--- config.mk ---
export PLATFORM = sky130hd
export DESIGN_NAME = noc_output_arbiter
export DESIGN_NICKNAME = d
export VERILOG_FILES = /design/src/rtl/noc_output_arbiter.sv
export SDC_FILE = /design/constraint.sdc
export NUM_CORES = 1
export LEC_CHECK = 0
export CAP_MARGIN = 15
export CORE_AREA = 2 2 140 142
export DETAILED_ROUTE_END_ITERATION = 6
export DIE_AREA = 0 0 142 144
export PLACE_DENSITY = 0.74
export REMOVE_ABC_BUFFERS = 1
export SKIP_CTS_REPAIR_TIMING = 1
export SYNTH_ARGS = -nofsm -noshare
export SYNTH_HDL_FRONTEND = slang
export SYNTH_SLANG_ARGS = --single-unit
--- constraint.sdc ---
create_clock -name clk -period 8.4 [get_ports clk]
set_clock_uncertainty 0.1 [all_clocks]
set_input_delay 1.68 -clock clk [delete_from_list [all_inputs] [get_ports clk]]
set_output_delay 1.68 -clock clk [all_outputs]
set_load 0.02 [all_outputs]
--- src/rtl/noc_output_arbiter.sv ---
// Round-robin, wormhole-locking output arbiter: grants one packet at a time per output
// channel, gated on downstream credits. Define NOC_ARB_TIMEOUT_EN to add a lock watchdog.
module noc_output_arbiter #(
  parameter int NUM_IN  = 4,
  parameter int FLIT_W  = 68,
  parameter int CREDITS = 4,
  parameter int TIMEOUT = 255,
  localparam int PTR_W  = $clog2(NUM_IN)
) (
  input  logic                     clk,
  input  logic                     reset,
  input  logic [NUM_IN-1:0]        req_valid,
  input  logic [NUM_IN*FLIT_W-1:0] req_flit,
  output logic [NUM_IN-1:0]        req_ready,
  input  logic                     credit_in,
  output logic                     out_valid,
  output logic [FLIT_W-1:0]        out_flit,
  output logic [PTR_W-1:0]         grant_id,
  output logic                     locked,
  output logic                     error
);

  localparam int CRED_W = $clog2(CREDITS + 1);

  typedef enum logic {
    S_IDLE,
    S_LOCKED
  } state_e;

  state_e              state_q, state_d;
  logic [PTR_W-1:0]    rr_ptr_q, rr_ptr_d;
  logic [PTR_W-1:0]    owner_q, owner_d;
  logic [CRED_W-1:0]   credits_q, credits_d;
  logic                error_q, error_d;
  logic                out_valid_q;
  logic [FLIT_W-1:0]   out_flit_q, out_flit_d;
  logic [PTR_W-1:0]    grant_id_q, grant_id_d;

  logic [FLIT_W-1:0]   flits [NUM_IN];
  logic                win_found;
  logic [PTR_W-1:0]    win_idx;
  logic                xfer;
  logic                win_head;
  logic                win_tail;

`ifdef NOC_ARB_TIMEOUT_EN
  localparam int TO_W = $clog2(TIMEOUT + 1);
  logic [TO_W-1:0]     to_cnt_q, to_cnt_d;
`endif

  for (genvar g = 0; g < NUM_IN; g++) begin : g_unpack
    assign flits[g] = req_flit[g*FLIT_W +: FLIT_W];
  end

  // Circular increment that also works for non-power-of-two NUM_IN.
  function automatic logic [PTR_W-1:0] ptr_add(input logic [PTR_W-1:0] p, input int k);
    int s;
    s = int'(p) + k;
    if (s >= NUM_IN) s = s - NUM_IN;
    return PTR_W'(s);
  endfunction

  // State register.
  // NOTE: sequential state uses non-blocking assignments so every register samples pre-edge values.
  always_ff @(posedge clk or negedge reset) begin
    if (!reset) begin
      state_q     <= S_IDLE;
      rr_ptr_q    <= '0;
      owner_q     <= '0;
      credits_q   <= CRED_W'(CREDITS);
      error_q     <= 1'b0;
      out_valid_q <= 1'b0;
      // NOTE: the flit datapath register is reset too, because out_flit must read zero after reset.
      out_flit_q  <= '0;
      grant_id_q  <= '0;
    end else begin
      state_q     <= state_d;
      rr_ptr_q    <= rr_ptr_d;
      owner_q     <= owner_d;
      credits_q   <= credits_d;
      error_q     <= error_d;
      out_valid_q <= xfer;
      out_flit_q  <= out_flit_d;
      grant_id_q  <= grant_id_d;
    end
  end

`ifdef NOC_ARB_TIMEOUT_EN
  always_ff @(posedge clk or negedge reset) begin
    if (!reset) to_cnt_q <= '0;
    else        to_cnt_q <= to_cnt_d;
  end
`endif

  // Arbitration and next-state logic.
  always_comb begin
    // NOTE: every comb output gets a default first so no path leaves a latch behind.
    win_found  = 1'b0;
    win_idx    = '0;
    state_d    = state_q;
    rr_ptr_d   = rr_ptr_q;
    owner_d    = owner_q;
    credits_d  = credits_q;
    error_d    = error_q;
    out_flit_d = out_flit_q;
    grant_id_d = grant_id_q;
`ifdef NOC_ARB_TIMEOUT_EN
    to_cnt_d   = '0;
`endif

    if (state_q == S_IDLE) begin
      for (int k = 0; k < NUM_IN; k++) begin
        if (!win_found && req_valid[ptr_add(rr_ptr_q, k)] && flits[ptr_add(rr_ptr_q, k)][0]) begin
          win_found = 1'b1;
          win_idx   = ptr_add(rr_ptr_q, k);
        end
      end
    end else begin
      win_found = req_valid[owner_q];
      win_idx   = owner_q;
    end

    xfer     = win_found && (credits_q != '0);
    win_head = flits[win_idx][0];
    win_tail = flits[win_idx][1];

    if (xfer) begin
      out_flit_d = flits[win_idx];
      grant_id_d = win_idx;
      if (state_q == S_IDLE) begin
        if (win_tail) begin
          rr_ptr_d = ptr_add(win_idx, 1);
        end else begin
          state_d = S_LOCKED;
          owner_d = win_idx;
        end
      end else begin
        // A head inside an open packet is a protocol error; it still travels as body.
        if (win_head) error_d = 1'b1;
        if (win_tail) begin
          state_d  = S_IDLE;
          rr_ptr_d = ptr_add(owner_q, 1);
        end
      end
    end

    unique case ({xfer, credit_in})
      2'b10: credits_d = credits_q - 1'b1;
      2'b01: begin
        if (credits_q == CRED_W'(CREDITS)) error_d = 1'b1;
        else                               credits_d = credits_q + 1'b1;
      end
      default: credits_d = credits_q;
    endcase

`ifdef NOC_ARB_TIMEOUT_EN
    if (state_q == S_LOCKED && !xfer) begin
      if (to_cnt_q == TO_W'(TIMEOUT - 1)) begin
        error_d  = 1'b1;
        state_d  = S_IDLE;
        rr_ptr_d = ptr_add(owner_q, 1);
      end else begin
        to_cnt_d = to_cnt_q + 1'b1;
      end
    end
`endif
  end

  // Outputs.
  always_comb begin
    req_ready = '0;
    if (xfer) req_ready[win_idx] = 1'b1;
    locked    = (state_q == S_LOCKED);
    out_valid = out_valid_q;
    out_flit  = out_flit_q;
    grant_id  = grant_id_q;
    error     = error_q;
  end

endmodule

# == Word level (Yosys, flattened, before mapping) ==
# Index checks and enable logic that the tools add are counted.
# classes
reduce_logical,17
mux,62
bitwise_logic,7
magnitude_cmp,18
eq_ne,4
n_addsub,13
# ops
cell,count
$bmux 68 s2,5
$mux 68,2
$mux 2,18
$ge 3x3->1 const B,10
$mux 1,28
$lt 2x3->1 const B,6
$not 2->3,5
$sub 2x1->2 const B,6
$bmux 1 s2,5
$add 2x1->3 const B,3
$logic_and 1x1->1,9
$add 2x2->3 const B,2
$pmux 3 s2,1
$mux 4,1
$reduce_and 2->1,2
$add 3x1->3 const B,1
$eq 3x3->1 const B,1
$ge 2x3->1 const B,1
$logic_not 1->1,3
$mux 3,1
$reduce_and 3->1,1
$reduce_bool 3->1,1
$sub 3x1->3 const B,1
$demux 1 s2,1
6 further kinds,7
# word_totals
out_inout_bits,77
word_cells,129
register_bits,80

# == Logic depth before layout (Yosys ltp) ==
# Gate-level depths: netlist of the first run.
# depth
depth_word,34
depth_mapped,10
ltp_nobuf,9

# == Worst setup path after synthesis of the first run ==
# No wires, ideal clock.
# synth_timing
path_kind,input-to-output
startpoint,input port req_valid[0]
endpoint,output port req_ready[0]
t_required_ns,6.620
slack_ns,3.452
path_buffers,2
arrival_ns,3.168
cell_stages,8
cell_sequence,and3_1 > o311a_1 > o31ai_4 > buf_6 > buf_4 > inv_1 > ha_1 > and2_1
# synth_between
elab_chain_len,25
word_cells_on_any_way,40
cone_classes,2 x order compare; 26 x mux; 12 x reduce/logical
# synth_rtl
element,line_no,rtl
from (decl),12,"input logic [NUM_IN-1:0] req_valid,"
$bmux 1 s2,113,"if (!win_found && req_valid[ptr_add(rr_ptr_q, k)] && flits[ptr_add(rr_ptr_q, k)][0]) begin"
$mux 1 (implied by the code),113,
$logic_and 1x1->1,113,
$mux 1,113,
$mux 1,111,if (state_q == S_IDLE) begin
$logic_not 1->1,113,
$logic_and 1x1->1 (2 in series),113,
$mux 1,113,
[... 9 more ...],-,
$mux 2 (*),113,
$mux 2 (*),111,
via win_idx[1],41,logic [PTR_W-1:0] win_idx;
$lt 2x3->1 (implied by the code) / $ge 2x1->1 (equally long branches),172,if (xfer) req_ready[win_idx] = 1'b1;
$logic_and 1x1->1 (implied by the code),172,
$mux 1 (implied by the code),172,
$demux 1 s2 (*),172,
$mux 4 (*),172,
to (decl),14,"output logic [NUM_IN-1:0] req_ready,"
# Mark *: on every way through the listed nets, which the timed path passes. The rest lies on a longest branch. The select of a mux whose other input is x is not followed.

# == Worst setup path after layout of the first run ==
# layout_timing
startpoint,input port req_valid[2]
endpoint,output port req_ready[1]
# layout_between
elab_chain_len,25
word_cells_on_any_way,40
cone_classes,2 x order compare; 26 x mux; 12 x reduce/logical
# layout_rtl
element,line_no
$bmux 1 s2,113
$mux 1 (implied by the code),113
$logic_and 1x1->1,113
$mux 1,113
$mux 1,111
$logic_not 1->1,113
$logic_and 1x1->1 (2 in series),113
$mux 1,113
[... 7 more ...],-
$logic_and 1x1->1 (2 in series),113
$mux 2,113
$mux 2,111
$lt 2x3->1 (implied by the code) / $ge 2x1->1 (equally long branches),172
$logic_and 1x1->1 (implied by the code),172
$mux 1 (implied by the code),172
$demux 1 s2,172
$mux 4 (*),172
# Every way passes the cells marked *; elsewhere a longest branch is shown, timed or not. The select of a mux whose other input is x is not followed.

==> reports/metrics.yaml, run 1 <==
vias: 4961
wl_um: 18200
period_needed_ps: 6180
post_dp_cell_area_sq_um: 8780
ir_drop_uv: 222
m1WireLength_um: 7040
clk_latency_ps: 340
io_pins: 356
numCtsBuffers: 9
die_area_sq_um: 20400
power_density_nw_per_um2: 353
critPathLaunchType: "primary input"
outcome: "completed"
cp_cell_sequence: "clkdlybuf4s50_1 -> nand2_1 -> o311a_1 -> o31ai_4 -> inv_1 -> ha_1 -> and2_1 -> clkdlybuf4s50_1"
endpoint_kind: "primary output"
fin_nets: 1089
critPathArrivalTime_ps: 4400
die_x_um: 142
root_buffer: "clkbuf_16"
crit_slowest_cell: "o31ai_4"
dp_slack_ps: 2190
antenna_cells: 0
core_sq_um: 19100
viasPerCell: 4.73
worstMarginPinSlew_ps: 1020
chipHeight_um: 144
grt_start_max_net_pins: 81
num_rows: 51
ys_async_sr_fraction: 1.00
clockBufferDepth: 2
synth_edf_count: 0
grt.total_usage: 0.170
rsz0062_at_grt: "false"
dr_wl_met3_um: 1620
drc: 0
fillers: 1833
fin_area_sq_um: 9050
max_stage_delay_ps: 590
place.detailed.hpwl_um: 14500
cap_violations: 0
path_clk_slew_ps: 60
finalCritPeriodShare: 0.736
synth.distinct_cells: 51
grt_pass1_vias: 4944
fin_tns_setup_ps: 0
finalHoldViolCount: 0
ys_ff_latch: 80
antenna_found_initial: 0
max_slew_margin: 0.317
cts.sinks: 80
maxSlewViolCount: 0
area_growth_pct: 77.3
routed.top_layer: "met4"
p_leak_uw: 0.00374
path_class: "primary input to primary output"
dr.pass1.iters: 4
ys.flop_type: "dfrtp_1"
finalSetupViolCount: 0
synthCells: 466
gp_congestion: 0.824
ys_warn_count: 0
initial_utilization: 0.268
drive_above_1_share: 0.122
synth.yosys.seq_area_share: 0.392
fmax_ghz: 0.162
first_iter_violations: 179
hold_class: "flop to flop"
htreeDepth: 3
ant_nets: 0
crit_top_cell: "clkdlybuf4s50_1"
critPathMaxFanout: 12
crit_required_ps: 6620
grt_overflow_total: 0
wl_per_cell_um: 17.4
syn_avg_cell_area_sq_um: 11.0
synthesis.area_sq_um: 5110
io_buffers: 355
cts_tree: "done"
grt_first_pass_wirelength_um: 26600
fin_ws_ps: 2220
wl_met2_um: 9270
-- synth_stat cells (4+ instances only) --
| library cell | instances | area (sq um) |
|---|---|---|
| nor2_1 | 4 | 15.0 |
| inv_1 | 4 | 15.0 |
| mux2i_1 | 5 | 50.1 |
| buf_2 | 4 | 20.0 |
| clkbuf_1 | 5 | 18.8 |
| ha_1 | 4 | 50.1 |
| buf_6 | 9 | 101 |
| nand2_1 | 211 | 792 |
| and2_1 | 7 | 43.8 |
| dfrtp_1 | 79 | 1980 |
| o21ai_0 | 5 | 25.0 |
| mux4_2 | 66 | 1490 |
| a21oi_1 | 5 | 25.0 |
| buf_1 | 8 | 30.0 |
| buf_4 | 6 | 45.0 |
-- metal layers --
| metal | up-vias | GRT usage |
|---|---|---|
| li1 | 2336 | - |
| met1 | 2360 | 0.201 |
| met2 | 245 | 0.298 |
| met3 | 20 | 0.0503 |
| met4 | 0 | 0.0537 |
| met5 | - | 0 |
-- worst max-delay path, delay by kind of cell --
kind / cells / cell delay, ps
buf+inv: 3 / 1250
compound gates: 2 / 1000
fa+ha+maj: 1 / 240
simple gates: 2 / 230
-- final timing paths --
check / endpoint / from / cells past startpoint / slack (ps)
max: req_ready[1] / req_valid[2] / 8 / 2220
min: out_flit[44] / out_flit[44] / 2 / 360
max reg2reg: credits_q[2] / owner_q[0] / 9 / 4860
min reg2reg: out_flit[44] / out_flit[44] / 2 / 360
max in group asynchronous: out_flit[3] / reset / 1 / 6120
min in group asynchronous: out_flit[16] / reset / 1 / 1410
-- cells by family after synthesis --
kind of cell | after synthesis | synth area share
adders and majority gates | 5 | 0.0137
and+or+nand+nor | 238 | 0.189
muxes | 76 | 0.312
AOI/OAI and AO/OA | 29 | 0.0456
DFF | 80 | 0.392
buffers and inverters | 38 | 0.0470
-- where the power goes --
| group | leakage [uW] | switching, uW | internal [uW] |
|---|---|---|---|
| Sequential | 0.000957 | 120 | 596 |
| Clock | 0.000126 | 158 | 200 |
| Combinational | 0.00266 | 1090 | 1040 |
-- per-stage QoR --
| step | hold WS (ps) | std cells | util | power [uW] |
|---|---|---|---|---|
| after floorplan | 396 | 434 | - | 2060 |
| after global placement | 348 | 1032 | 0.460 | 2840 |
| after detailed placement | 354 | 1032 | 0.460 | 2880 |
| after CTS | 368 | 1048 | 0.474 | 3250 |
| after global routing | 387 | 1048 | 0.474 | 3450 |
| final | 364 | 1048 | 0.474 | 3200 |
-- placed cells by master, fill, tap and decap left out, types with 2 or more instances in the layout --
| cell | count |
|---|---|
| clkbuf_1 | 2 |
| clkdlybuf4s50_1 | 354 |
| mux2_1 | 2 |
| or3_1 | 2 |
| dfrtp_1 | 79 |
| nand2_1 | 211 |
| clkinv_2 | 2 |
| a31oi_1 | 2 |
| buf_4 | 6 |
| mux2i_1 | 5 |
| mux2_2 | 2 |
| a21oi_1 | 5 |
| mux4_2 | 66 |
| and3_1 | 2 |
| o221ai_1 | 2 |
| o21ai_0 | 5 |
| clkbuf_16 | 9 |
| clkinvlp_4 | 2 |
| nand3_1 | 2 |
| and2_1 | 7 |
| ha_1 | 4 |
| inv_1 | 4 |
| nand3b_1 | 2 |
| nor2_1 | 4 |
-- final cells by class --
type                    count  area (sq um)  area share
repair buffers            360          3590       0.396
multi-input cells         348          2870       0.317
flip-flops and latches     80          2000       0.221
well taps                 238           298      0.0329
clock buffers              11           233      0.0257
clock inverters             5          33.8     0.00373
inverters                   6          25.0     0.00276
-- flip-flops by register name, indices dropped and copies added (netlist names) --
name	count
out_flit	68
credits_q	3
grant_id	2
owner_q	2
rr_ptr_q	2
error	1
locked	1
out_valid	1
Power figures use the tool's default switching activity.
==> run 2, diff against run 1 <==
Settings changed: CORE_AREA 2 2 140 142 to 2 2 138 140, DIE_AREA 0 0 142 144 to 0 0 140 142, PLACE_DENSITY 0.74 to 0.75.
Clock period 8.4 ns to 6.4 ns, I/O delays scaled along.
==> reports/metrics.yaml, run 2 (synthesized netlist as in run 1, its figures left out) <==
cts_tree: "done"
drive_above_1_share: 0.126  # +0.00339
utilization: 0.493  # +0.0182
fin_nets: 1091  # +0.18%
outcome: "finished, violations left"
vias: 4997  # +0.73%
cts.sinks: 80  # unchanged
io_pins: 356  # unchanged
cap_violations: 0  # unchanged
p_int_uw: 2420  # +32%
wl_um: 18100  # -0.73%
critPathArrivalTime_ps: 3610  # -790 ps
maxSlewViolCount: 0  # unchanged
finalSetupViolCount: 0  # unchanged
dr.pass1.iters: 7  # +3
ir_drop_uv: 315  # +42%
grt.total_usage: 0.178  # +0.00743
area_growth_pct: 78.0
grt_overflow_total: 0  # unchanged
swShare: 0.423  # -0.00405
first_iter_violations: 222  # +24%
gp_congestion: 0.867  # +5.2%
worstMarginPinSlew_ps: 818  # -207 ps
antenna_cells: 0  # unchanged
fmax_ghz: 0.201
p_leak_uw: 0.00376  # +0.52%
critPathMaxFanout: 5  # -7
violations: "design-rule violations"
viasPerCell: 4.78  # +0.92%
largest_register_ff_count: 68  # unchanged
root_buffer: "clkbuf_16"
finalHoldViolCount: 0  # unchanged
pwr-share-seq: 0.225  # about the same
rsz0062_at_grt: "false"
core_sq_um: 18500  # -3.3%
die_x_um: 140  # -1.4%
io_buffers: 355  # unchanged
wl_per_cell_um: 17.3  # -0.55%
hold_class: "flop to flop"
htreeDepth: 3  # unchanged
critPathLaunchType: "primary input"
clockPowerShare: 0.114  # +0.002
chipHeight_um: 142  # -1.4%
die_area_sq_um: 19900  # -2.8%
layout_commonest_cell: "clkdlybuf4s50_1"
path_clk_slew_ps: 60  # about the same
drc: 22  # +22
grt_pass1_vias: 5077  # +2.7%
clk_latency_ps: 330  # about the same
clockBufferDepth: 2  # unchanged
fin_tns_setup_ps: 0  # unchanged
numCtsBuffers: 9  # unchanged
grt_start_max_net_pins: 81  # unchanged
crit_required_ps: 5020  # -1600 ps
finalCritPeriodShare: 0.779
ant_nets: 0  # unchanged
max_slew_margin: 0.455  # +0.138
antenna_found_initial: 1  # +1
endpoint_kind: "primary output"
dp_slack_ps: 1420  # -764 ps
place.detailed.hpwl_um: 14300  # -1.7%
comb_power_share: 0.661  # -0.003
num_rows: 50  # -2.0%
grt_first_pass_wirelength_um: 27200  # +2.4%
initial_utilization: 0.277  # +0.00905
fin_ws_ps: 1410  # -805 ps
period_needed_ps: 4990
path_class: "primary input to primary output"
power_density_nw_per_um2: 462  # +31%
most-common-layout-cells: "clkdlybuf4s50_1, nand2_1, dfrtp_1"
p_switching_uw: 1770  # +30%
## run 2: cell types whose count changed in the layout (fill, tap and decap cells not counted), sizes merged
cell	change
buf	+2
clkinv	-1
clkinvlp	+1
## run 2: stage by stage
| stage | instances | hold WS (ps) | power [uW] | instance area [sq um] |
|---|---|---|---|---|
| after floorplan | 434 | 396 | 2710 | 4890 |
| after global placement | 1029 | 347 | 3730 | 8790 |
| after detailed placement | 1029 | 354 | 3770 | 8790 |
| after CTS | 1045 | 367 | 4270 | 9060 |
| after global routing | 1046 | 388 | 4530 | 9090 |
| final | 1046 | 362 | 4200 | 9090 |
## run 2: area by class of cell
class	count	area, sq um
repair buffers	362	3620
multi-input cells	348	2870
flip-flops and latches	80	2000
fillers	1697	9370
well taps	234	293
inverters	6	25.0
clock buffers	11	243
clock inverters	5	32.5
## run 2: worst max-delay path: stages
cell and delay, ps:
clkdlybuf4s50_1 540, nand2_1 90, o311a_1 400, o31ai_4 290, inv_1 140, ha_1 210
and2_1 130, clkdlybuf4s50_1 530
## run 2: final timing paths
check	slack, ps	to	from	depth (start not counted)
worst min-delay path	360	out_flit[33]	out_flit[33]	2
min in group asynchronous	800	out_flit[42]	reset	1
worst min register to register	360	out_flit[33]	out_flit[33]	2
worst max-delay path	1410	req_ready[0]	req_flit[136]	8
max in group asynchronous	4790	out_flit[58]	reset	2
worst max register to register	2800	credits_q[2]	owner_q[0]	9
## run 2: routing by layer
metal  vias up  part of all wire  wire, um  global-route usage
li1       2330                 -         -                   -
met1      2411              0.37      6680               0.205
met2       237              0.53      9620               0.325
met3        17             0.084      1530              0.0458
met4         2             0.014       253              0.0532
met5         -           0.00066        12                   0
## run 2: power groups by stage
stage | combinational (uW) | clock [uW] | sequential (uW)
after floorplan | 1500 | 0 | 1210
after global placement | 2790 | 0 | 940
after detailed placement | 2820 | 0 | 952
after CTS | 2820 | 498 | 947
after global routing | 3030 | 515 | 978
final | 2780 | 478 | 944
